File: src/rtl/flash_countdown.sv
// flash_countdown: two-digit BCD seconds countdown timed by the slow square
// wave from the divider stage. The divided wave is synchronised and
// edge-detected into a one-cycle enable; it never clocks anything. When the
// count expires, the LED bank flashes for a fixed number of ticks and the
// timer then returns to idle with the start value reloaded.
module flash_countdown #(
    parameter int INIT_SEC     = 30,
    parameter int FLASH_CYCLES = 6
) (
    input  logic        clk,
    input  logic        rst,
    input  logic        tick_in,
    input  logic        start,
    input  logic        clear,
    output logic [3:0]  bcd_tens,
    output logic [3:0]  bcd_ones,
    output logic [15:0] led,
    output logic [1:0]  state,
    output logic        done
);

    localparam logic [1:0] IDLE  = 2'd0;
    localparam logic [1:0] RUN   = 2'd1;
    localparam logic [1:0] PAUSE = 2'd2;
    localparam logic [1:0] FLASH = 2'd3;

    localparam logic [3:0] INIT_TENS = 4'(INIT_SEC / 10);
    localparam logic [3:0] INIT_ONES = 4'(INIT_SEC % 10);

    // Flash counter has to hold values 0..FLASH_CYCLES.
    localparam int FW = (FLASH_CYCLES < 2) ? 1 : $clog2(FLASH_CYCLES + 1);
    localparam logic [FW-1:0] FLASH_LAST = FW'(FLASH_CYCLES);
    localparam logic [FW-1:0] FLASH_ONE  = FW'(1);

    logic          tick_meta;
    logic          tick_sync;
    logic          tick_prev;
    logic          tick;

    logic [FW-1:0] flash_cnt;

    logic [1:0]    state_next;
    logic [3:0]    tens_next;
    logic [3:0]    ones_next;
    logic [15:0]   led_next;
    logic [FW-1:0] flash_cnt_next;
    logic          done_next;

    // Two-flop synchroniser for the divided wave plus the previous-level flop
    // used for rising-edge detection.
    always_ff @(posedge clk or negedge rst) begin
        if (!rst) begin
            tick_meta <= 1'b0;
            tick_sync <= 1'b0;
            tick_prev <= 1'b0;
        end else begin
            tick_meta <= tick_in;
            tick_sync <= tick_meta;
            tick_prev <= tick_sync;
        end
    end

    // One-cycle tick on each rising edge of the synchronised wave; it is
    // consumed by the state register on the third clk edge after tick_in rises.
    assign tick = tick_sync & ~tick_prev;

    // Next-state and next-output logic; clear beats start, start beats tick.
    always_comb begin
        state_next     = state;
        tens_next      = bcd_tens;
        ones_next      = bcd_ones;
        led_next       = led;
        flash_cnt_next = flash_cnt;

        if (clear) begin
            state_next     = IDLE;
            tens_next      = INIT_TENS;
            ones_next      = INIT_ONES;
            led_next       = 16'h0000;
            flash_cnt_next = '0;
        end else begin
            case (state)
                IDLE: begin
                    led_next = 16'h0000;
                    if (start) begin
                        state_next = RUN;
                        led_next   = {15'b0, tick_sync};
                    end
                end

                RUN: begin
                    led_next = {15'b0, tick_sync};
                    if (start) begin
                        state_next = PAUSE;
                        led_next   = 16'h0000;
                    end else if (tick) begin
                        if (bcd_tens == 4'd0 && bcd_ones == 4'd0) begin
                            state_next     = FLASH;
                            led_next       = 16'hFFFF;
                            flash_cnt_next = FLASH_ONE;
                        end else if (bcd_ones == 4'd0) begin
                            ones_next = 4'd9;
                            tens_next = bcd_tens - 4'd1;
                        end else begin
                            ones_next = bcd_ones - 4'd1;
                        end
                    end
                end

                PAUSE: begin
                    led_next = 16'h0000;
                    if (start) begin
                        state_next = RUN;
                        led_next   = {15'b0, tick_sync};
                    end
                end

                FLASH: begin
                    if (tick) begin
                        if (flash_cnt == FLASH_LAST) begin
                            state_next     = IDLE;
                            tens_next      = INIT_TENS;
                            ones_next      = INIT_ONES;
                            led_next       = 16'h0000;
                            flash_cnt_next = '0;
                        end else begin
                            led_next       = ~led;
                            flash_cnt_next = flash_cnt + FLASH_ONE;
                        end
                    end
                end

                default: begin
                    state_next     = IDLE;
                    tens_next      = INIT_TENS;
                    ones_next      = INIT_ONES;
                    led_next       = 16'h0000;
                    flash_cnt_next = '0;
                end
            endcase
        end

        done_next = (state_next == FLASH);
    end

    // Registered state and outputs so no input reaches an output combinationally.
    always_ff @(posedge clk or negedge rst) begin
        if (!rst) begin
            state     <= IDLE;
            bcd_tens  <= INIT_TENS;
            bcd_ones  <= INIT_ONES;
            led       <= 16'h0000;
            flash_cnt <= '0;
            done      <= 1'b0;
        end else begin
            state     <= state_next;
            bcd_tens  <= tens_next;
            bcd_ones  <= ones_next;
            led       <= led_next;
            flash_cnt <= flash_cnt_next;
            done      <= done_next;
        end
    end

endmodule
File: config.mk
export PLATFORM = sky130hd
export DESIGN_NAME = flash_countdown
export DESIGN_NICKNAME = d
export VERILOG_FILES = /design/src/rtl/flash_countdown.sv
export SDC_FILE = /design/constraint.sdc
export NUM_CORES = 1
export LEC_CHECK = 0
export CAP_MARGIN = 30
export CORE_MARGIN = 2
export CORE_UTILIZATION = 50
export DETAILED_ROUTE_END_ITERATION = 8
export DONT_BUFFER_PORTS = 1
export PLACE_DENSITY = 0.71
export SETUP_SLACK_MARGIN = 0.1
export SKIP_LAST_GASP = 1
export SLEW_MARGIN = 20
export SYNTH_ARGS = -nofsm -noshare
export SYNTH_HDL_FRONTEND = slang
export SYNTH_SLANG_ARGS = --single-unit
File: constraint.sdc
create_clock -name clk -period 2 [get_ports clk]
set_clock_uncertainty 0.1 [all_clocks]
set_input_delay 0.4 -clock clk [delete_from_list [all_inputs] [get_ports clk]]
set_output_delay 0.4 -clock clk [all_outputs]
set_load 0.01 [all_outputs]
==> metrics.md <==
| Metric | Value |
|---|---|
| Status | finished, violations left |
| Failing checks | setup timing |
| Area Overhead vs Synth | 27.90% |
| Critical path peak fanout | 3 |
| Die H | 61.45 um |
| Drt drc | 0 |
| Die width | 61.45 um |
| Fin crit share | 104.0% |
| Remaining antenna violation count | 0 |
| Worst-margin pin slew | 971.4 ps |
| Multi-input logic area | 830.8 um2 |
| Worst r2r path cells | 7 |
| Initial DRC count | 78 |
| Fmax achieved | 480.9 MHz |
| Total grt overflow | 0 |
| Global-route wire length before repair | 6127 um |
| # diodes | 0 |
| Rows | 20 |
| Placed cells | 220 |
| P_leak | 0.9940 nW |
| Syn avg cell area | 10.25 um2 |
| Worst r2r src | bcd_ones[1]$_DFFE_PN0P_ |
| Core area | 0.003103 mm2 |
| Synth Cell Area | 0.001650 mm2 |
| Most common cell after layout, fill and taps aside | dfrtp_1 |
| CTS root buffer | clkbuf_4 |
| Clk buf depth | 2 |
| RR Endpoint | bcd_tens[1]$_DFFE_PN1P_ |
| Share of cells above drive strength 1 | 28.87% |
| Hpwl dp | 2601 um |
| Final hold vios | 0 |
| Commonest cells after routing, fill and taps aside | 31 x dfrtp_1, 26 x buf_4, 21 x nand2_1 |
| Post-synthesis register bit count | 33 |
| Clk sinks | 33 |
| Clock Latency Late Sink | 340 ps |
| TritonCTS Buffers | 5 |
| First-pass DRT Iterations | 4 |
| Pwr Total | 1.963 mW |
| WL/cell | 17.18 um |
| TritonCTS clock tree | built |
| CP required | 2170 ps |
| FF-to-FF setup slack | -80 ps |
| Maxcap violations | 0 |
| CP Class | reg -> reg |
| Yosys warning total | 0 |
| PD cells | 930.1 mW/mm2 |
| Distinct cells, synth | 42 |
| Final setup viols | 4 |
| RSZ-0062 raised after global routing | yes |
| Time the worst path needs with I/O delays and setup | 2079 ps |
| Arr. time, crit path | 2250 ps |
| Nets | 202 |
| Dpl ws | -174.7 ps |
| Worst setup endpoint | bcd_tens[1]$_DFFE_PN1P_ |
| Flip-flop and latch area | 828.3 um2 |
| Critical Path Start | bcd_ones[1]$_DFFE_PN0P_ |
| Max-slew violation count | 0 |
| Vias in the first global route | 1274 |
| Starting density of the core | 53.19% |
| I/O pin count | 32 |
| DR vias | 1381 |
| Post-Syn Instances | 161 |
| IO buf count | 0 |
| Slew margin rel. | 35.00% |
| Fin worst setup slack | -79.44 ps |
| Drt total wl | 4088 um |
| GR Util All Layers | 22.61% |
| Register area share after synthesis | 50.19% |
| Hold Path Class | in -> reg |
| Final cell count without fillers | 238 |
| Global placer's final weighted congestion | 0.8441 |
| Via-per-instance ratio | 5.803 |
| Clock Pin Slew Worst Setup and Hold Paths | 90 ps |
| Die area | 0.003776 mm2 |
| CP endpoint kind | flop |
| Largest net degree at the start of global routing | 34 |
| H-tree lvl count | 2 |
| Filler instances | 248 |
| Crit start category | flop |
| Initial antenna violation count | 0 |
| WHS | 11.09 ps |
| Maximum vdd drop | 0.8137 mV |
| Syn nets | 170 |
## sequential cells by signal, summed over array words and instances, names as in the netlist
| name | cells |
|---|---|
| done | 1 |
| tick_sync | 1 |
| tick_meta | 1 |
| state | 2 |
| flash_cnt | 3 |
| led | 16 |
| bcd_ones | 4 |
| bcd_tens | 4 |
| tick_prev | 1 |
## area by class of cell
cell class / instances / share of cell area (%)
sequential: 33 / 39.24
clock inverter: 1 / 1.423
multi-input combinational: 112 / 39.36
timing repair buffer: 32 / 13.16
clock buffer: 7 / 2.608
inverter: 9 / 1.600
tap: 44 / 2.608
## stage by stage
stage | instance area [um2] | util (%) | setup TNS [ps]
floorplan | 1660 | - | -173.7
global placement | 1846 | 59.48 | -66.44
detailed placement | 1846 | 59.48 | -293.8
CTS | 2062 | 66.45 | -260.9
global route | 2111 | 68.02 | -804.2
finish | 2111 | 68.02 | -226.8
## per-layer routing
metal	vias to the layer above	global-route usage [%]	share of wire, %
met3	12	6.723	5.8
met4	0	10.64	2.0
li1	653	-	-
met1	672	29.29	44
met2	44	34.80	48
met5	-	0	0
## timing repair
action / CTS / global route
hold endpoints to repair: 34 / 0
hold buffers: 3 / 0
setup buffers: 5 / 2
pin swaps: 7 / 4
resized for setup: 9 / 7
setup endpoints to repair: 23 / 25
## kinds of logic (layout without fill, tap and decap cells)
family | count (synthesis) | after routing | share of synthesized area, %
buffers and inverters | 16 | 49 | 4.169
DFF | 33 | 33 | 50.19
AOI/OAI and AO/OA | 46 | 46 | 21.00
muxes | 5 | 5 | 3.108
and+or+nand+nor | 57 | 57 | 18.50
adders and majority gates | 4 | 4 | 3.033
## worst max-delay path: stages (launching register included)
cell,delay [ps]
dfrtp_1,390
inv_2,90
ha_4,140
or3b_4,370
or3_4,340
a21o_1,190
buf_6,130
mux2_2,260
## synth_stat cells
library cell	n	area (um2)
a211oi_1	3	22.52
a21o_1	5	37.54
a21oi_1	5	25.02
a221o_1	1	10.01
a22o_1	15	131.4
a31oi_1	4	25.02
a41o_1	1	10.01
a41oi_1	2	17.52
and2_1	1	6.260
and3_1	1	6.260
and3b_1	1	8.760
buf_2	1	5.000
buf_6	1	11.26
clkbuf_1	5	18.77
dfrtp_1	31	775.7
dfstp_2	2	52.55
ha_1	4	50.05
inv_1	9	33.78
mux2_2	1	11.26
mux2i_1	4	40.04
nand2_1	21	78.83
nand2b_1	4	25.02
nand3_1	3	15.01
nand3b_1	1	7.510
nand4_1	1	6.260
nor2_1	9	33.78
nor2b_1	1	6.260
nor3_1	3	15.01
nor3b_1	3	22.52
nor3b_4	1	18.77
nor4_1	2	12.51
o211ai_1	1	7.510
o21a_1	1	7.510
o21ai_0	3	15.01
o22a_1	1	8.760
o22ai_1	2	12.51
o31ai_1	1	7.510
o32ai_1	1	8.760
or3_1	2	12.51
or3_4	1	11.26
or3b_1	1	8.760
or4b_2	1	10.01
## where the power goes
group,leakage (nW),switching (mW),total (mW),internal [mW]
Sequential,0.438,0.0474,0.781,0.734
Clock,0.0455,0.224,0.522,0.298
Combinational,0.510,0.325,0.660,0.335
Total,0.994,0.596,1.96,1.37
## how the worst min path moves through the flow
stage / to / cells after the start / slack, ps / from
global placement: tick_prev$_DFF_PN0_ / 0 / 5 / rst
CTS: led[0]$_DFFE_PN0N_ / 1 / 7 / clear
detailed placement: tick_prev$_DFF_PN0_ / 0 / 5 / rst
floorplan: bcd_ones[0]$_DFFE_PN0P_ / 0 / 4 / rst
finish: led[0]$_DFFE_PN0N_ / 1 / 10 / clear
global route: led[0]$_DFFE_PN0N_ / 1 / 0.6 / clear
No activity file was read; power rests on OpenSTA's default activity.
